<file path="src/rtl/ram_arbiter.sv">
// ram_arbiter: two-requester round-robin arbiter and controller for a single-port RAM.
// Define RAM_CLEAR_EN to zero the RAM after every reset before requests are served.
module ram_arbiter #(
  parameter int ADDR_WIDTH = 2,
  parameter int DATA_WIDTH = 2,
  parameter int CNT_WIDTH  = 4
) (
  input  logic                  clk_2,
  input  logic                  reset,
  input  logic                  req_a,
  input  logic                  we_a,
  input  logic [ADDR_WIDTH-1:0] addr_a,
  input  logic [DATA_WIDTH-1:0] wdata_a,
  output logic                  gnt_a,
  output logic                  rvalid_a,
  output logic [DATA_WIDTH-1:0] rdata_a,
  input  logic                  req_b,
  input  logic                  we_b,
  input  logic [ADDR_WIDTH-1:0] addr_b,
  input  logic [DATA_WIDTH-1:0] wdata_b,
  output logic                  gnt_b,
  output logic                  rvalid_b,
  output logic [DATA_WIDTH-1:0] rdata_b,
  output logic                  busy,
  output logic [CNT_WIDTH-1:0]  cnt_a,
  output logic [CNT_WIDTH-1:0]  cnt_b
);

  localparam int DEPTH = 2**ADDR_WIDTH;

  logic [DATA_WIDTH-1:0] mem [DEPTH];

  logic                  mem_we;
  logic [ADDR_WIDTH-1:0] mem_addr;
  logic [DATA_WIDTH-1:0] mem_wdata;

  // last_gnt_q = 1 means B won last, so A wins the next contention
  logic                  last_gnt_q, last_gnt_d;
  logic                  rvalid_a_q, rvalid_a_d;
  logic                  rvalid_b_q, rvalid_b_d;
  logic [DATA_WIDTH-1:0] rdata_a_q, rdata_a_d;
  logic [DATA_WIDTH-1:0] rdata_b_q, rdata_b_d;
  logic [CNT_WIDTH-1:0]  cnt_a_q, cnt_a_d;
  logic [CNT_WIDTH-1:0]  cnt_b_q, cnt_b_d;

`ifdef RAM_CLEAR_EN
  typedef enum logic {CLEAR, SERVE} state_t;

  state_t                state_q, state_d;
  logic [ADDR_WIDTH-1:0] clr_addr_q, clr_addr_d;

  always_ff @(posedge clk_2 or posedge reset) begin
    if (reset) begin
      state_q    <= CLEAR;
      clr_addr_q <= '0;
    end else begin
      state_q    <= state_d;
      clr_addr_q <= clr_addr_d;
    end
  end

  always_comb begin
    state_d    = state_q;
    clr_addr_d = clr_addr_q;
    busy       = 1'b0;
    case (state_q)
      CLEAR: begin
        busy       = 1'b1;
        clr_addr_d = clr_addr_q + ADDR_WIDTH'(1);
        if (clr_addr_q == '1) state_d = SERVE;
      end
      default: busy = 1'b0;
    endcase
  end
`else
  assign busy = 1'b0;
`endif

  always_comb begin
    gnt_a = 1'b0;
    gnt_b = 1'b0;
    if (!busy) begin
      if (req_a && req_b) begin
        gnt_a = last_gnt_q;
        gnt_b = !last_gnt_q;
      end else begin
        gnt_a = req_a;
        gnt_b = req_b;
      end
    end
  end

  always_comb begin
    mem_we    = 1'b0;
    mem_addr  = addr_a;
    mem_wdata = wdata_a;
    if (gnt_a) begin
      mem_we = we_a;
    end else if (gnt_b) begin
      mem_we    = we_b;
      mem_addr  = addr_b;
      mem_wdata = wdata_b;
    end
`ifdef RAM_CLEAR_EN
    if (state_q == CLEAR) begin
      mem_we    = 1'b1;
      mem_addr  = clr_addr_q;
      mem_wdata = '0;
    end
`endif
  end

  always_ff @(posedge clk_2) begin
    if (mem_we) mem[mem_addr] <= mem_wdata;
  end

  always_comb begin
    last_gnt_d = last_gnt_q;
    if (gnt_a)      last_gnt_d = 1'b0;
    else if (gnt_b) last_gnt_d = 1'b1;

    rvalid_a_d = gnt_a && !we_a;
    rvalid_b_d = gnt_b && !we_b;
    rdata_a_d  = rvalid_a_d ? mem[addr_a] : rdata_a_q;
    rdata_b_d  = rvalid_b_d ? mem[addr_b] : rdata_b_q;

    cnt_a_d = (gnt_a && cnt_a_q != '1) ? cnt_a_q + CNT_WIDTH'(1) : cnt_a_q;
    cnt_b_d = (gnt_b && cnt_b_q != '1) ? cnt_b_q + CNT_WIDTH'(1) : cnt_b_q;
  end

  always_ff @(posedge clk_2 or posedge reset) begin
    if (reset) begin
      last_gnt_q <= 1'b1;
      rvalid_a_q <= 1'b0;
      rvalid_b_q <= 1'b0;
      rdata_a_q  <= '0;
      rdata_b_q  <= '0;
      cnt_a_q    <= '0;
      cnt_b_q    <= '0;
    end else begin
      last_gnt_q <= last_gnt_d;
      rvalid_a_q <= rvalid_a_d;
      rvalid_b_q <= rvalid_b_d;
      rdata_a_q  <= rdata_a_d;
      rdata_b_q  <= rdata_b_d;
      cnt_a_q    <= cnt_a_d;
      cnt_b_q    <= cnt_b_d;
    end
  end

  assign rvalid_a = rvalid_a_q;
  assign rvalid_b = rvalid_b_q;
  assign rdata_a  = rdata_a_q;
  assign rdata_b  = rdata_b_q;
  assign cnt_a    = cnt_a_q;
  assign cnt_b    = cnt_b_q;

endmodule

</file>
<file path="config.mk">
export PLATFORM = sky130hd
export DESIGN_NAME = ram_arbiter
export DESIGN_NICKNAME = d
export VERILOG_FILES = /design/src/rtl/ram_arbiter.sv
export SDC_FILE = /design/constraint.sdc
export NUM_CORES = 1
export LEC_CHECK = 0
export BUFFER_PORTS_ARGS = -buffer_cell sky130_fd_sc_hd__buf_4
export CAP_MARGIN = 20
export CELL_PAD_IN_SITES_DETAIL_PLACEMENT = 0
export CELL_PAD_IN_SITES_GLOBAL_PLACEMENT = 1
export CORE_MARGIN = 1.5
export CORE_UTILIZATION = 40
export CTS_CLUSTER_SIZE = 24
export DETAILED_ROUTE_END_ITERATION = 10
export GPL_TIMING_DRIVEN = 0
export PLACE_DENSITY = 0.74
export SLEW_MARGIN = 20
export SYNTH_ARGS = -nofsm -noshare
export SYNTH_HDL_FRONTEND = slang
export SYNTH_SLANG_ARGS = --single-unit
</file>
<file path="constraint.sdc">
create_clock -name clk_2 -period 2.1 [get_ports clk_2]
set_input_delay 0.42 -clock clk_2 [delete_from_list [all_inputs] [get_ports clk_2]]
set_output_delay 0.42 -clock clk_2 [all_outputs]
set_load 0.01 [all_outputs]
</file>
==> results.tsv, run 1 <==
metric	value	unit
status	finished clean	
chipHeight	56.1	um
synth_seq_cells	23	
crit_type	flip-flop to output pin	
place_hpwl	1590	um
cts_max_level	1	
crit_path_start	last_gnt_q	
clock-sinks	23	
rows	19	
clock_path_buffers	2	
synth_top_area_share	31.0	%
p_total	1.44	mW
period_minus_slack	1870	ps
start_kind	flip-flop	
vias_per_cell	5.39	
area_growth	25.2	%
grt_pass1_wl	3620	um
fin_setup_tns	0	ps
gr-total-overflow	0	
path_delay_family	flip-flops	
setup_viol_count_final	0	
ctsHoldBuffers	0	
antenna_left	0	
clk_pin_slew	130	ps
p_leak	0.603	nW
netlist_area	0.00113	mm^2
worst_slew_pin_slew	578	ps
clk_latency	310	ps
gp_congestion	0.774	
vdd_drop_max	722	uV
start_util	41.6	%
yosysMostFrequentCell	dfrtp_1	
ctsResizeCount	0	
slew_violations	0	
ys_seq_area_share	54.7	%
synth_cell_types	30	
drt_wl_total	2140	um
post_cts_buffers	0	
die_area	0.00315	mm^2
antenna_cells	0	
yosys.area.top_type	dfrtp_1	
rsz0062_at_grt	false	
fin_nets	137	
antenna_found_initial	0	
synth_edf_count	8	
dp_cells	147	
vias	814	
ys_top_cells_by_count	dfrtp_1, edfxtp_1, nand2_1	
r2r_slack	490	ps
yosys-top-cells-area	dfrtp_1, edfxtp_1, mux4_2, mux2_2, a21oi_1	
ys.flop_type	dfrtp_1	
grt_max_degree	16	
first_iter_violations	51	
coreArea	0.00271	mm^2
cp.arrival	1450	ps
crit_chain	nand2b_1 -> and2_1 -> buf_4	
ys.warnings.count	0	
syn-num-nets	103	
io_pins	31	
hp-class	primary input to asynchronous set/reset pin	
netlist_instances	87	
final_cells	151	
layout-drive-gt1-share	43.3	%
timing.rr.start	last_gnt_q	
cpMaxStageDelayCell	dfstp_2	
end_kind	output pin	
io_buffers	29	
die-width	56.1	um
syn_area_per_cell	13.0	um^2
cp.buffers_inverters	1	
drt_first_pass_iters	4	
cts_tree	done	
hold-worst-slack	149	ps
routedWlPerCell	14.2	um
hold_viol	0	
route.detailed.drc	0	
cpPeakStageDelay	580	ps
cts-root-buf	clkbuf_4	
maxCapViolations	0	
numCtsBuffers	3	
crit_required	1680	ps
grt_pass1_vias	795	
slew_headroom	61.4	%
post-route-period-util	89.0	%
max_clock_freq	535	MHz
crit_fanout	6	
p_per_area	1020	mW/mm^2
clock_skew	7.95	ps
grt_usage	14.8	%
synth-async-reset-ratio	65.2	%
[stage by stage]
step | setup slack (ps) | utilization, % | instance area (um^2)
after detailed placement | 412 | 51.1 | 1390
after global placement | 428 | 51.1 | 1390
final | 231 | 52.1 | 1410
after floorplan | 587 | - | 1130
after CTS | 216 | 52.1 | 1410
after global routing | 138 | 52.1 | 1410
[worst register-to-register path, cell delays in order (launching register included)]
cell and delay (ps):
dfstp_2 580, a21bo_4 190, inv_4 50, or3_1 330, a21oi_2 200
[per-layer routing]
layer | share of wire (%) | up-vias | GRT usage, %
met5 | 0 | - | 0
met4 | 0.56 | 0 | 6.12
met3 | 5.2 | 2 | 2.33
met2 | 53 | 29 | 26.1
met1 | 41 | 397 | 18.0
li1 | - | 386 | -
[flip-flops by register name, indices dropped and copies added (netlist names)]
register and count:
cnt_a 4, rdata_b 2, cnt_b 4, rvalid_b 1
rdata_a 2, mem 8, last_gnt_q 1, rvalid_a 1
[area by class of cell]
class                           count  area, um^2
Timing Repair Buffer               29         218
Inverter                            2        10.0
Clock inverter                      1        5.00
Buffer                              2        22.5
Clock buffer                        3        22.5
Sequential cell                    23         617
Tap cell                           31        38.8
Multi-Input combinational cell     60         479
Fill cell                         236        1300
[report_power, final]
part	switching (mW)	internal [mW]	leakage, nW
Sequential	0.108	0.579	0.247
Combinational	0.235	0.310	0.338
Clock	0.135	0.0711	0.0177
[cell families (layout without fill, tap and decap cells)]
logic type | count (synthesis) | count (layout) | share of synthesized area (%)
xor+xnor | 2 | 2 | 1.55
buf+inv | 4 | 37 | 2.88
fa+ha+maj | 2 | 2 | 2.22
compound gates | 13 | 13 | 8.43
flops | 23 | 23 | 54.7
other cells | 1 | 1 | 0.332
mux | 11 | 11 | 15.3
simple gates | 31 | 31 | 14.6
[cells in the final DEF (no fill, tap or decap)]
cell type  instances
a31oi_1            3
or3_1              2
xnor2_1            2
dfstp_2            1
edfxtp_1           8
dfrtp_1           14
nor2_1             4
nand3b_1           4
a21oi_1            7
inv_4              1
nor2b_1            1
conb_1             1
mux2_2             6
nand2_1            8
a21bo_4            1
clkinv_2           1
inv_1              1
buf_8              1
mux4_2             4
nand2b_1           2
nand3_1            5
a32oi_2            1
a21oi_2            1
and3b_1            1
mux2_4             1
buf_4             30
and2_1             1
ha_1               2
clkbuf_4           3
nand4_1            1
and3_1             1
nand2_2            1
[final timing paths]
kind,depth (start not counted),endpoint
min,2,cnt_b[2]
max,3,gnt_a
min in group clk_2,2,last_gnt_q
max in group asynchronous,2,last_gnt_q
max reg2reg,4,mem[0][1]
min reg2reg,1,rdata_b[0]
(Power assumes the default switching activity.)
==> inputs of run 2 (changes only) <==
--- a/config.mk
+++ b/config.mk
@@ -10,11 +10,11 @@
 export CELL_PAD_IN_SITES_DETAIL_PLACEMENT = 0
 export CELL_PAD_IN_SITES_GLOBAL_PLACEMENT = 1
 export CORE_MARGIN = 1.5
-export CORE_UTILIZATION = 40
+export CORE_UTILIZATION = 36
 export CTS_CLUSTER_SIZE = 24
 export DETAILED_ROUTE_END_ITERATION = 10
 export GPL_TIMING_DRIVEN = 0
-export PLACE_DENSITY = 0.74
+export PLACE_DENSITY = 0.71
 export SLEW_MARGIN = 20
 export SYNTH_ARGS = -nofsm -noshare
 export SYNTH_HDL_FRONTEND = slang
==> constraint.sdc (replaced) <==
create_clock -name clk_2 -period 1.7 [get_ports clk_2]
set_input_delay 0.34 -clock clk_2 [delete_from_list [all_inputs] [get_ports clk_2]]
set_output_delay 0.34 -clock clk_2 [all_outputs]
set_load 0.01 [all_outputs]
==> results.tsv, run 2 (same netlist as run 1, synthesis figures left out) <==
metric	value	unit	change
status	finished clean		
start_kind	flip-flop		
rsz0062_at_grt	false		
gp_congestion	0.788		+1.9%
grt_pass1_wl	3680	um	+1.7%
antenna_found_initial	0		unchanged
clock_path_buffers	2		unchanged
io_buffers	29		unchanged
vias	788		-3.2%
hp-class	primary input to asynchronous set/reset pin		
fin_nets	137		unchanged
p_per_area	1240	mW/mm^2	+22%
maxCapViolations	0		unchanged
worst_slew_pin_slew	559	ps	-18.5 ps
route.detailed.drc	0		unchanged
start_util	37.6	%	-4.1 points
layout-drive-gt1-share	44.2	%	+0.83 points
final_cell_mix	buf_4, dfrtp_1, nand2_1, edfxtp_1, a21oi_1		
slew_violations	0		unchanged
numCtsBuffers	3		unchanged
p_total	1.76	mW	+22%
largest_reg_flops	8		unchanged
rows	20		+1
die_area	0.00348	mm^2	+11%
p_clk_share	13.7	%	-0.6 points
grt_usage	14.1	%	-0.69 points
slew_headroom	62.7	%	+1.2 points
cpPeakStageDelay	580	ps	about the same
ctsHoldBuffers	0		unchanged
io_pins	31		unchanged
top_register	mem		
cts-root-buf	clkbuf_4		
p_leak	0.606	nW	+0.51%
crit_fanout	6		unchanged
vias_per_cell	5.15		-4.5%
die-width	59.0	um	+5.1%
coreArea	0.00300	mm^2	+11%
routedWlPerCell	13.7	um	-3.5%
place_area	0.00139	mm^2	+0.18%
intPower	1.19	mW	+24%
hold-worst-slack	74.6	ps	-74.8 ps
first_iter_violations	44		-14%
crit_path_start	last_gnt_q		
p_seq_share	48.0	%	+0.2 points
clk_latency	300	ps	about the same
final_common_cell	buf_4		
antenna_cells	0		unchanged
post-route-period-util	95.8	%	
antenna_left	0		unchanged
switching_share	32.3	%	-0.96 points
drt_first_pass_iters	4		unchanged
place_hpwl	1630	um	+2.7%
cpMaxStageDelayCell	dfstp_2		
fin_setup_tns	0	ps	unchanged
end_kind	output pin		
cp.arrival	1290	ps	-160 ps
clock_skew	14.1	ps	+6.14 ps
vdd_drop_max	471	uV	-35%
clk_pin_slew	130	ps	about the same
fin_area	0.00142	mm^2	+0.27%
setup_viol_count_final	0		unchanged
hold_viol	0		unchanged
pwr-share-comb	38.4	%	+0.5 points
drt_wl_total	2090	um	-2.2%
crit_required	1360	ps	-320 ps
timing.rr.start	last_gnt_q		
fin_ws	71.3	ps	-160 ps
chipHeight	59.0	um	+5.1%
max_clock_freq	614	MHz	
period_minus_slack	1630	ps	
gr-total-overflow	0		unchanged
preCtsSetupSlack	82.4	ps	-330 ps
grt_max_degree	16		unchanged
clock-sinks	23		unchanged
grt_pass1_vias	758		-4.7%
crit_type	flip-flop to output pin		
p_switching	0.569	mW	+19%
area_growth	25.5	%	
cts_tree	done		
crit_chain	nand2b_4 -> and2_4 -> buf_4		
cts_max_level	1		unchanged
[run 2: cell types whose count changed in the layout (fill, tap and decap cells not counted)]
cell	change
clkinv_2	-1
clkbuf_1	+1
buf_8	-1
and2_4	+1
and2_1	-1
nand2b_4	+1
nand2b_1	-1
buf_4	+1
[run 2: path summary, 6_finish.rpt]
check | slack, ps | depth (start not counted) | end
setup / recovery | 70 | 3 | gnt_a
hold / removal | 70 | 2 | cnt_a[3]
setup reg to reg | 130 | 4 | mem[0][0]
hold reg to reg | 520 | 1 | rdata_a[0]
max in group asynchronous | 1240 | 2 | last_gnt_q
min in group clk_2 | 230 | 2 | rvalid_b
[run 2: critical path: cells and delay by family, from the launching register on]
family	cells	cell delay, ps
buffers and inverters	1	110
AND/OR/NAND/NOR	2	320
flip-flops	1	580
[run 2: what timing repair did]
action                     CTS  global route
setup endpoints to repair    2             2
setup buffers                1             0
pin swaps                    1             1
resized for setup            2             1
[run 2: final cells by class]
class                   count  area [um^2]
inverters                   2         10.0
clock buffers               4         26.3
flip-flops and latches     23          617
fillers                   290         1590
well taps                  33         41.3
plain buffers               1         7.51
repair buffers             30          225
multi-input cells          60          489
[run 2: per-layer routing]
layer	global-route usage (%)	wire [um]	share of wire (%)	up-vias
li1	-	-	-	386
met2	22.1	1010	48	22
met4	4.87	16	0.77	0
met1	20.1	960	46	378
met3	2.18	107	5.1	2
met5	0	0	0	-
[run 2: stage by stage]
step           utilization (%)  std cells
2_1_floorplan                -         87
3_3_place_gp              46.2        149
3_5_place_dp              46.2        149
4_1_cts                   47.6        154
5_1_grt                   47.2        153
6_report                  47.2        153
[run 2: power groups by stage]
| stage | Combinational (mW) | Sequential [mW] | Clock, mW |
|---|---|---|---|
| finish | 0.676 | 0.845 | 0.241 |
| global route | 0.763 | 0.877 | 0.272 |
| CTS | 0.694 | 0.849 | 0.254 |
| detailed placement | 0.687 | 0.859 | 0 |
| global placement | 0.670 | 0.854 | 0 |
| floorplan | 0.340 | 0.895 | 0 |
==> inputs of run 3 (changes only) <==
--- a/config.mk
+++ b/config.mk
@@ -9,7 +9,6 @@
 export CAP_MARGIN = 20
 export CELL_PAD_IN_SITES_DETAIL_PLACEMENT = 0
 export CELL_PAD_IN_SITES_GLOBAL_PLACEMENT = 1
-export CORE_MARGIN = 1.5
 export CORE_UTILIZATION = 36
 export CTS_CLUSTER_SIZE = 24
 export DETAILED_ROUTE_END_ITERATION = 10
==> results.tsv, run 3 (same netlist as run 1, synthesis figures left out) <==
metric	value	unit	change
vias_per_cell	5.45		+5.8%
path_delay_family	flip-flops		
io_pins	31		unchanged
slew_violations	0		unchanged
grt_pass1_wl	3930	um	+6.8%
gp_congestion	0.756		-4.1%
first_iter_violations	41		-6.8%
rsz0062_at_grt	true		
antenna_cells	0		unchanged
p_leak	0.631	nW	+4.1%
layout-drive-gt1-share	46.8	%	+2.6 points
drt_first_pass_iters	7		+3
post-route-period-util	97.2	%	+1.4 points
status	finished with violations		
cts_max_level	1		unchanged
timing.rr.start	last_gnt_q		
die-width	58.0	um	-1.7%
ctsHoldBuffers	0		unchanged
numCtsBuffers	3		unchanged
cpPeakStageDelay	580	ps	about the same
drt_wl_total	2290	um	+9.6%
hp-class	primary input to asynchronous set/reset pin		
crit_required	1360	ps	about the same
crit_type	flip-flop to output pin		
violations	design-rule violations		
vias	845		+7.2%
start_kind	flip-flop		
slew_headroom	62.7	%	about the same
grt_max_degree	16		unchanged
clk_pin_slew	130	ps	about the same
clock_skew	9.89	ps	-4.20 ps
gr-total-overflow	0		unchanged
p_per_area	1240	mW/mm^2	-0.33%
crit_chain	a21bo_4 -> inv_4 -> buf_8 -> buf_6		
worst_slew_pin_slew	559	ps	-0.320 ps
grt_usage	15.6	%	+1.5 points
fill_cells	273		-5.9%
fin_nets	141		+2.9%
area_growth	29.0	%	
crit_fanout	4		-2
antenna_left	0		unchanged
largest_reg_flops	8		unchanged
cp.arrival	1310	ps	+20 ps
maxCapViolations	0		unchanged
max_clock_freq	605	MHz	-1.5%
start_util	39.6	%	+2.0 points
antenna_found_initial	0		unchanged
hold_viol	0		unchanged
cp.buffers_inverters	3		+2
period_minus_slack	1650	ps	+24.2 ps
preCtsSetupSlack	82.1	ps	-0.361 ps
final_cell_mix	buf_4, dfrtp_1, nand2_1, edfxtp_1, a21oi_1		
clk_latency	310	ps	about the same
end_kind	output pin		
dp_cells	147		-1.3%
top_register	mem		
cpMaxStageDelayCell	dfstp_2		
setup_viol_count_final	0		unchanged
clock_path_buffers	2		unchanged
r2r_slack	100	ps	-30 ps
fin_ws	47.2	ps	-24.2 ps
coreArea	0.00285	mm^2	-5.0%
routedWlPerCell	14.8	um	+8.2%
clock-sinks	23		unchanged
final_core_util	51.1	%	+3.9 points
fin_setup_tns	0	ps	unchanged
die_area	0.00336	mm^2	-3.4%
final_cells	155		+1.3%
vdd_drop_max	656	uV	+39%
r2r_end	mem[0][1]		
cts-root-buf	clkbuf_4		
io_buffers	29		unchanged
chipHeight	58.0	um	-1.7%
reg2regPathDepth	4		unchanged
rows	19		-5.0%
final_common_cell	buf_4		
cts_tree	done		
route.detailed.drc	2		+2
grt_pass1_vias	823		+8.6%
place_hpwl	1680	um	+2.6%
[run 3: report_power, final]
| group | internal [mW] | switching [mW] | total, mW |
|---|---|---|---|
| Combinational | 0.401 | 0.303 | 0.704 |
| Sequential | 0.715 | 0.134 | 0.849 |
| Clock | 0.0878 | 0.164 | 0.251 |
[run 3: stage by stage]
step	area, um^2	hold slack, ps	total power, mW
floorplan	1130	241	1.24
global placement	1390	429	1.52
detailed placement	1390	441	1.55
CTS	1430	86.2	1.82
global route	1460	110	1.96
finish	1460	61.9	1.81
[run 3: repair_timing]
item,CTS,global route
setup buffers,1,3
endpoints found under the setup margin,2,2
gates resized for setup,3,1
pin swaps,1,2
[run 3: metal layers]
metal  track usage [%]  wire length, um  up-vias  share of wire, %
li1                  -                -      399                 -
met1              20.1              981      414                43
met2              26.9             1190       30                52
met3              2.68              105        2               4.6
met4              5.10               12        0              0.52
met5                 0                0        -                 0
[run 3: layout make-up]
| type | instances | area [um^2] | area share, % |
|---|---|---|---|
| timing repair buffer | 33 | 251 | 17.3 |
| clock inverter | 1 | 5.00 | 0.344 |
| tap | 31 | 38.8 | 2.66 |
| buffer | 2 | 22.5 | 1.55 |
| inverter | 2 | 10.0 | 0.687 |
| clock buffer | 3 | 22.5 | 1.55 |
| sequential | 23 | 617 | 42.4 |
| multi-input combinational | 60 | 489 | 33.6 |
[run 3: worst max-delay path by stage]
stage | start | to | slack (ps) | cells after the start
5_1_grt | last_gnt_q | gnt_b | -8 | 4
3_5_place_dp | req_a | mem[2][0] | 80 | 6
4_1_cts | last_gnt_q | gnt_b | -3 | 4
2_1_floorplan | last_gnt_q | mem[0][0] | 190 | 4
6_report | last_gnt_q | gnt_b | 50 | 4
3_3_place_gp | req_a | mem[3][1] | 100 | 6
